### src/rtl/vldrdy_collector_if.sv
// Handshake bundle for the two-into-one valid/ready join.
// The environment drives through master; the collector sits on slave.
interface vldrdy_collector_if #(
   parameter int W1    = 8,
   parameter int W2    = 8,
   parameter int DEPTH = 4
);
   localparam int CW = $clog2(DEPTH) + 1;

   logic              up1_valid;
   logic              up1_ready;
   logic [W1-1:0]     up1_data;
   logic              up2_valid;
   logic              up2_ready;
   logic [W2-1:0]     up2_data;
   logic              dn_valid;
   logic              dn_ready;
   logic [W1+W2-1:0]  dn_data;
   logic [CW-1:0]     up1_count;
   logic [CW-1:0]     up2_count;

   modport master (
      output up1_valid, up1_data, up2_valid, up2_data, dn_ready,
      input  up1_ready, up2_ready, dn_valid, dn_data, up1_count, up2_count
   );

   modport slave (
      input  up1_valid, up1_data, up2_valid, up2_data, dn_ready,
      output up1_ready, up2_ready, dn_valid, dn_data, up1_count, up2_count
   );
endinterface

### src/rtl/vldrdy_collector.sv
// Valid/ready join: one FIFO per upstream channel, downstream fires when both heads exist.
// All handshake outputs come from registered state, so dn_ready never reaches up*_ready.
module vldrdy_collector #(
   parameter int W1    = 8,
   parameter int W2    = 8,
   parameter int DEPTH = 4
) (
   input  logic                clock,
   input  logic                resetn,
   vldrdy_collector_if.slave   bus
);
   localparam int CW = $clog2(DEPTH) + 1;
   localparam int AW = $clog2(DEPTH);

   logic [W1-1:0] mem1 [DEPTH];
   logic [W2-1:0] mem2 [DEPTH];
   logic [AW-1:0] wptr1, wptr2, rptr1, rptr2;
   logic [CW-1:0] cnt1, cnt2;
   logic          up1_fire, up2_fire, dn_fire;

   assign bus.up1_ready = (cnt1 != CW'(DEPTH));
   assign bus.up2_ready = (cnt2 != CW'(DEPTH));
   assign bus.dn_valid  = (cnt1 != '0) && (cnt2 != '0);
   assign bus.dn_data   = {mem2[rptr2], mem1[rptr1]};
   assign bus.up1_count = cnt1;
   assign bus.up2_count = cnt2;

   assign up1_fire = bus.up1_valid & bus.up1_ready;
   assign up2_fire = bus.up2_valid & bus.up2_ready;
   assign dn_fire  = bus.dn_valid  & bus.dn_ready;

   // Storage is deliberately left unreset; count alone says what is valid.
   always_ff @(posedge clock) begin
      if (up1_fire) mem1[wptr1] <= bus.up1_data;
      if (up2_fire) mem2[wptr2] <= bus.up2_data;
   end

   // Pointers are AW bits wide and DEPTH is a power of two, so they wrap for free.
   always_ff @(posedge clock or negedge resetn) begin
      if (!resetn) begin
         wptr1 <= '0;
         wptr2 <= '0;
         rptr1 <= '0;
         rptr2 <= '0;
         cnt1  <= '0;
         cnt2  <= '0;
      end else begin
         if (up1_fire) wptr1 <= wptr1 + AW'(1);
         if (up2_fire) wptr2 <= wptr2 + AW'(1);
         if (dn_fire) begin
            rptr1 <= rptr1 + AW'(1);
            rptr2 <= rptr2 + AW'(1);
         end
         case ({up1_fire, dn_fire})
            2'b10:   cnt1 <= cnt1 + CW'(1);
            2'b01:   cnt1 <= cnt1 - CW'(1);
            default: cnt1 <= cnt1;
         endcase
         case ({up2_fire, dn_fire})
            2'b10:   cnt2 <= cnt2 + CW'(1);
            2'b01:   cnt2 <= cnt2 - CW'(1);
            default: cnt2 <= cnt2;
         endcase
      end
   end
endmodule

### src/flat_wrapper.sv
// flat-port wrapper written by rule: the top's interface ports become plain ports
module vldrdy_collector_flat 
#(
   parameter int W1    = 8,
   parameter int W2    = 8,
   parameter int DEPTH = 4
)
  (clock, resetn, bus_up1_valid, bus_up1_data, bus_up2_valid, bus_up2_data, bus_dn_ready, bus_up1_ready, bus_up2_ready, bus_dn_valid, bus_dn_data, bus_up1_count, bus_up2_count);
  vldrdy_collector_if #(.W1(W1), .W2(W2), .DEPTH(DEPTH)) bus_i ();
  input  logic clock;
  input  logic resetn;
  input wire logic [$bits(bus_i.up1_valid)-1:0] bus_up1_valid;
  input wire logic [$bits(bus_i.up1_data)-1:0] bus_up1_data;
  input wire logic [$bits(bus_i.up2_valid)-1:0] bus_up2_valid;
  input wire logic [$bits(bus_i.up2_data)-1:0] bus_up2_data;
  input wire logic [$bits(bus_i.dn_ready)-1:0] bus_dn_ready;
  output wire logic [$bits(bus_i.up1_ready)-1:0] bus_up1_ready;
  output wire logic [$bits(bus_i.up2_ready)-1:0] bus_up2_ready;
  output wire logic [$bits(bus_i.dn_valid)-1:0] bus_dn_valid;
  output wire logic [$bits(bus_i.dn_data)-1:0] bus_dn_data;
  output wire logic [$bits(bus_i.up1_count)-1:0] bus_up1_count;
  output wire logic [$bits(bus_i.up2_count)-1:0] bus_up2_count;
  assign bus_i.up1_valid = bus_up1_valid;
  assign bus_i.up1_data = bus_up1_data;
  assign bus_i.up2_valid = bus_up2_valid;
  assign bus_i.up2_data = bus_up2_data;
  assign bus_i.dn_ready = bus_dn_ready;
  assign bus_up1_ready = bus_i.up1_ready;
  assign bus_up2_ready = bus_i.up2_ready;
  assign bus_dn_valid = bus_i.dn_valid;
  assign bus_dn_data = bus_i.dn_data;
  assign bus_up1_count = bus_i.up1_count;
  assign bus_up2_count = bus_i.up2_count;
  vldrdy_collector #(.W1(W1), .W2(W2), .DEPTH(DEPTH)) u_core (.clock(clock), .resetn(resetn), .bus(bus_i));
endmodule
### config.mk
export PLATFORM = sky130hd
export DESIGN_NAME = vldrdy_collector_flat
export DESIGN_NICKNAME = d
export VERILOG_FILES = /design/src/rtl/vldrdy_collector_if.sv /design/src/rtl/vldrdy_collector.sv /design/src/flat_wrapper.sv
export SDC_FILE = /design/constraint.sdc
export NUM_CORES = 1
export LEC_CHECK = 0
export CAP_MARGIN = 40
export CORE_MARGIN = 1.5
export CORE_UTILIZATION = 35
export DETAILED_ROUTE_END_ITERATION = 10
export GPL_TIMING_DRIVEN = 0
export SKIP_LAST_GASP = 1
export SYNTH_ARGS = -nofsm -noshare
export SYNTH_HDL_FRONTEND = slang
export SYNTH_SLANG_ARGS = --single-unit
### constraint.sdc
create_clock -name clock -period 2.6 [get_ports clock]
set_clock_uncertainty 0.1 [all_clocks]
set_input_delay 0.39 -clock clock [delete_from_list [all_inputs] [get_ports clock]]
set_output_delay 0.39 -clock clock [all_outputs]
set_load 0.005 [all_outputs]
* Word-level counts from Yosys, hierarchy flattened
Memories as Yosys holds them, arrays and structs flattened.
Cells that the tools add are included.
** Storage, ports and cells
- Logic and storage cells :: 36
- Memories :: 2
- Output and inout port bits :: 25
- Bits in writable memories :: 64
- Register bits after elaboration :: 14
- Input bits :: 21
** Operators by class
- Reductions and logical operators :: 5
- Add/sub/neg operators :: 8
- Eq/ne operators :: 6
- Bitwise gates (word level) :: 3
- Multiplexer cells :: 6
** Memory list
- u_core.mem1 :: words 4, width 8, rd ports 1, clocked after Yosys merged registers in 0, write ports 1, line vldrdy_collector.sv:15 : logic [W1-1:0] mem1 [DEPTH];
- u_core.mem2 :: words 4, width 8, rd ports 1, clocked after Yosys merged registers in 0, write ports 1, line vldrdy_collector.sv:16 : logic [W2-1:0] mem2 [DEPTH];
** Operators by type and width (count)
- case mux 3 bit (2 select lines) :: 2
- adder 2 x 1 -> 2 bit (second input constant) :: 4
- adder 3 x 1 -> 3 bit (second input constant) :: 2
- inequality test 3 bit (second input constant) :: 2
- nonzero test 3 bit :: 2
- subtractor 3 x 1 -> 3 bit (second input constant) :: 2
- == test 2 x 1 -> 1 bit (second input constant) :: 2
- == test 2 bit (second input constant) :: 2
- two-way mux 1 bit :: 4
- nonzero test 2 bit :: 2
- AND 1 bit :: 3
- logical AND 1 bit :: 1

* Logic depth before layout (Yosys ltp)
- Word-level depth :: 5
- Mapped depth :: 9
- Gate-level depth less buffers :: 9

* Least setup slack after synthesis
Ideal clock, no wire load.
- Kind :: register to register
- From :: reg u_core.cnt1[0] (netlist: u_core.bus.up1_count[0])
- To :: reg u_core.cnt1[2] (netlist: u_core.bus.up1_count[2])
- Setup slack :: 0.392 ns
- Cell stages (with the launch flop) :: 10
- Data required time :: 2.421 ns
- Period minus slack after synthesis :: 2.208 ns
- Arrival time :: 2.029 ns
- Setup time :: 0.079 ns
- Cells stage by stage :: dfrtp_1 > or3b_4 > and2_4 > inv_1 > ha_1 > inv_1 > fa_1 > xor2_1 > nor2_1 > xor2_1
** On the way
- Elaborated cells on any way between the ends :: 11
** RTL lines
- start, declared :: line vldrdy_collector.sv:18 : logic [CW-1:0] cnt1, cnt2;
- start signal, assigned :: line vldrdy_collector.sv:55 : 2'b10: cnt1 <= cnt1 + CW'(1);
- start signal, assigned :: line vldrdy_collector.sv:56 : 2'b01: cnt1 <= cnt1 - CW'(1);
- start signal, assigned :: line vldrdy_collector.sv:57 : default: cnt1 <= cnt1;
- inequality test 3 bit * :: line vldrdy_collector.sv:21 : assign bus.up1_ready = (cnt1 != CW'(DEPTH));
- named net bus_up1_ready :: line flat_wrapper.sv:17 : output wire logic [$bits(bus_i.up1_ready)-1:0] bus_up1_ready;
- AND 1 bit * :: line vldrdy_collector.sv:28 : assign up1_fire = bus.up1_valid & bus.up1_ready;
- == test 2 x 1 -> 1 bit / == test 2 bit (equally long branches) :: line vldrdy_collector.sv:54 : case ({up1_fire, dn_fire})
- case mux 3 bit (2 select lines) / nonzero test 2 bit (equally long branches)
The timed path passes the listed nets; every way through them passes the cells marked *.
A chain may end at the register's enable or synchronous reset.

* Final worst setup path
- From :: reg u_core.rptr1[0]
- To :: out bus_dn_data[5]
** On the way
- Word-level cells in the longest chain between the ends :: 1
** Ends and longest elaborated chain
- start, declared :: line vldrdy_collector.sv:17 : logic [AW-1:0] wptr1, wptr2, rptr1, rptr2;
- start signal, assigned :: line vldrdy_collector.sv:51 : rptr1 <= rptr1 + AW'(1);
- memory (4 x 8 bit)
- end, declared :: line flat_wrapper.sv:20 : output wire logic [$bits(bus_i.dn_data)-1:0] bus_dn_data;
No other way between the ends.

==> key figures <==
Outcome
  • Outcome: finished, final reports clean

Power and ir drop
  • Highest ir drop seen on vdd: approximately 0.54 mV
  • Reported net switching power: 1.29 mW
  • Power share of the sequential group: between 40 and 50%
  • Leakage power summed over all cells: between 1 and 1.5 nW
  • Power density of the placed cells: 1110 nW/um^2
  • Clock Power Share: 20.1%
  • Net Sw Frac: slightly below 30%
  • Combinational cell fraction of total power: a little under two fifths
  • Internal power contribution: roughly 3.1 mW

Routing
  • Antenna Violating Nets Remaining: 0
  • Final wirelength: 5.19 mm
  • Drt pass-1 iters: 4
  • DR DRC count: 0
  • Drt first-iter violations: 48
  • Vias per cell: 4.73
  • Post-DR wirelength/cell: around 16 um
  • Total via count in the routed design: 1,562

Timing
  • Highest clock rate: ~400 MHz
  • Number of endpoints with negative hold slack in the final report: 0
  • Final sum of negative setup slack: 0 ns
  • Min Hold Slack: about 0.35 ns
  • Number of setup violations in the final report: 0
  • RSZ-0062 raised after global routing: no
  • Slew of the pin with the lowest slew margin: 0.664 ns
  • Number of max-slew violations in the final report: 0
  • Normalized max-slew margin: between 50% and 60%
  • Period Utilization, post-route: 93.3%
  • Post-layout worst setup margin: 0.175 ns
  • Minimum clock period: 2.43 ns

Setup path
  • Number of buffers and inverters on the critical path: 2
  • Destination of the worst register-to-register timing path: u_core.bus.up1_count[2]
  • Path type of the worst setup path: reg -> out
  • Cell at the slowest stage of the critical path: sky130_fd_sc_hd__mux4_2
  • Cells traversed along the worst timing path: clkbuf_4 > mux4_2 > clkdlybuf4s50_1
  • Critical path fanouts, max: 10
  • Cell family with most CP delay: buffers and inverters
  • Worst endpoint data arrival time: around 1.9 ns
  • Startpoint of the worst-slack reg-to-reg timing path: u_core.bus.up1_count[0]
  • Length in cells of the worst reg-to-reg path: 9
  • Delay of the slowest cell on the worst path: 0.55 ns
  • Required time at the worst-slack endpoint: around 2.1 ns
  • Crit start category: register
  • Element type at the critical path end: output port
  • Worst R2R Setup Slack: ~0.25 ns

Final layout
  • Synthesis-to-layout area growth: 24.6%
  • Fin nets: 250
  • Final Core Density: 45.2%
  • Fraction of final layout cells sized beyond drive strength 1: between 20% and 30%
  • Antenna cells: 0

Global route
  • GRT Util Overall: about 12%
  • GR Overflow Total: 0
  • Via count of the first global-routing pass: roughly 1,700
  • Initial antenna violation count: 0
  • First-pass GRT wire length: around 8.8 mm
  • Maximum number of pins on one net before global-route repair: 15

Clocking
  • Quantity of hold-fixing buffers added after cts: 0
  • Depth of the CTS H-tree: 3
  • Maximum root-to-sink buffer count: 2
  • Latest clock arrival within the worst-skew pair: between 0.3 and 0.4 ns
  • Worst-path clk slew: around 0.080 ns
  • Clock Sinks: 78
  • CTS tree: yes
  • Root Buffer Master: sky130_fd_sc_hd__clkbuf_8
  • CTS buffer count: 9

Synth
  • Warnings, synthesis: 0
  • Mapped Avg Cell Area: between 15 and 20 sq um
  • Nets in the synthesized netlist: 196
  • Synthesized area: between 3000 and 4000 sq um
  • Post-synthesis register bit count: 78
  • Sequential element share of the synthesized area: a little under three quarters
  • Yosys cell types: 20
  • Cells after Synth: ~160

Floorplan
  • Num rows: 34
  • Starting utilization of the core area: between 30% and 40%
  • Die height: between 90 and 100 um
  • Horizontal extent of the die: roughly 100 um
  • Area enclosed by the die boundary: slightly below 10,000 sq um
  • Core region area: about 9000 sq um
  • I/O pin cnt: 46

Place
  • Final RePlAce weighted congestion: slightly above 0.7
  • Worst setup slack before clock tree synthesis: 0.179 ns
  • Count of port buffers added during placement: 45
  • Half-perimeter wire length after detailed placement: 3.49 mm

Job
  • Max_cap viols: 0

Min path
  • Class of the tightest hold or removal check: in -> async
==> cell usage in the layout (no fill, tap or decap), drive strengths merged <==
master,n
clkinvlp,3
mux2i,2
xor2,6
ha,10
or3b,2
and2,2
nor2,3
dfrtp,14
mux2,2
bufinv,1
mux4,16
nor3,4
edfxtp,64
and3,8
fa,2
clkdlybuf4s50,45
xnor2,6
inv,15
or3,2
clkbuf,12
nand3,1
nand2,2
==> worst max path at each step <==
stage | startpoint | endpoint | slack, ns | cells after the start
2_1_floorplan | u_core.bus.up1_count[0] | u_core.bus.up1_count[2] | 0.39 | 9
3_3_place_gp | bus_dn_ready | u_core.bus.up2_count[2] | 0.18 | 9
3_5_place_dp | bus_dn_ready | u_core.bus.up2_count[2] | 0.18 | 9
4_1_cts | u_core.rptr1[1] | bus_dn_data[5] | 0.02 | 3
5_1_grt | u_core.rptr2[0] | bus_dn_data[13] | 0.07 | 3
6_report | u_core.rptr1[0] | bus_dn_data[5] | 0.17 | 3
==> power groups by stage <==
stage | sequential [mW] | combinational, mW | clock (mW)
3_3_place_gp | 1.86 | 1.70 | 0
2_1_floorplan | 1.83 | 0.995 | 0
4_1_cts | 1.85 | 1.73 | 0.923
6_report | 1.91 | 1.62 | 0.885
3_5_place_dp | 1.87 | 1.72 | 0
5_1_grt | 1.96 | 1.80 | 0.972
==> metal layers <==
layer  vias up  part of all wire, %  track usage [%]
met4         0                  1.3             6.50
li1        729                    -                -
met1       804                   44             15.5
met5         -                    0                0
met3         4                  3.1             2.86
met2        25                   51             19.5
==> final cells by class <==
cell class | instances | area, sq um
Multi-Input combinational cell | 68 | 840
Sequential cell | 78 | 2270
Inverter | 13 | 48.8
Tap cell | 108 | 135
Fill cell | 788 | 4800
Timing Repair Buffer | 45 | 450
Buffer | 2 | 15.0
Clock buffer | 10 | 128
Clock inverter | 6 | 70.1
==> cells by family (layout without fill, tap and decap cells) <==
group	after synthesis	after routing	share of synthesized area (%)
XOR/XNOR	12	12	3.31
adder cells (fa/ha/maj)	12	12	5.20
buffers and inverters	17	76	2.09
flip-flops	78	78	71.5
multiplexers	20	20	12.9
AND/OR/NAND/NOR	24	24	5.00
==> flip-flops by register name (all words and copies together), names as in the netlist <==
signal and count:
u_core.wptr1 2, u_core.rptr2 2, u_core.wptr2 2, u_core.bus.up2_count 3
u_core.rptr1 2, u_core.mem1 32, u_core.bus.up1_count 3, u_core.mem2 32
==> stage by stage <==
step           instance area [sq um]  instances  total power, mW
6_report                        3960        330             4.41
2_1_floorplan                   3180        163             2.83
3_3_place_gp                    3760        316             3.56
5_1_grt                         3960        330             4.73
4_1_cts                         3960        332             4.50
3_5_place_dp                    3760        316             3.59
==> synthesized netlist by cell type <==
cell / instances / area [sq um]
sky130_fd_sc_hd__inv_1: 13 / 48.8
sky130_fd_sc_hd__or3b_4: 2 / 22.5
sky130_fd_sc_hd__xor2_1: 6 / 52.6
sky130_fd_sc_hd__ha_1: 10 / 125
sky130_fd_sc_hd__mux2_4: 2 / 30.0
sky130_fd_sc_hd__mux4_2: 16 / 360
sky130_fd_sc_hd__dfrtp_1: 14 / 350
sky130_fd_sc_hd__xnor2_1: 6 / 52.6
sky130_fd_sc_hd__fa_1: 2 / 40.0
sky130_fd_sc_hd__nor2_1: 3 / 11.3
sky130_fd_sc_hd__and2_4: 2 / 17.5
sky130_fd_sc_hd__edfxtp_1: 64 / 1920
sky130_fd_sc_hd__nor3_1: 4 / 20.0
sky130_fd_sc_hd__nand3_1: 1 / 5.00
sky130_fd_sc_hd__buf_2: 2 / 10.0
sky130_fd_sc_hd__mux2i_1: 2 / 20.0
sky130_fd_sc_hd__buf_1: 2 / 7.51
sky130_fd_sc_hd__or3_2: 2 / 15.0
sky130_fd_sc_hd__nand2_1: 2 / 7.51
sky130_fd_sc_hd__and3_2: 8 / 60.1
==> repair_timing <==
action	4_1_cts	5_1_grt
setup endpoints to repair	0	16
gates resized for setup	0	2
buffers inserted	0	0
Power figures use the tool's default switching activity.
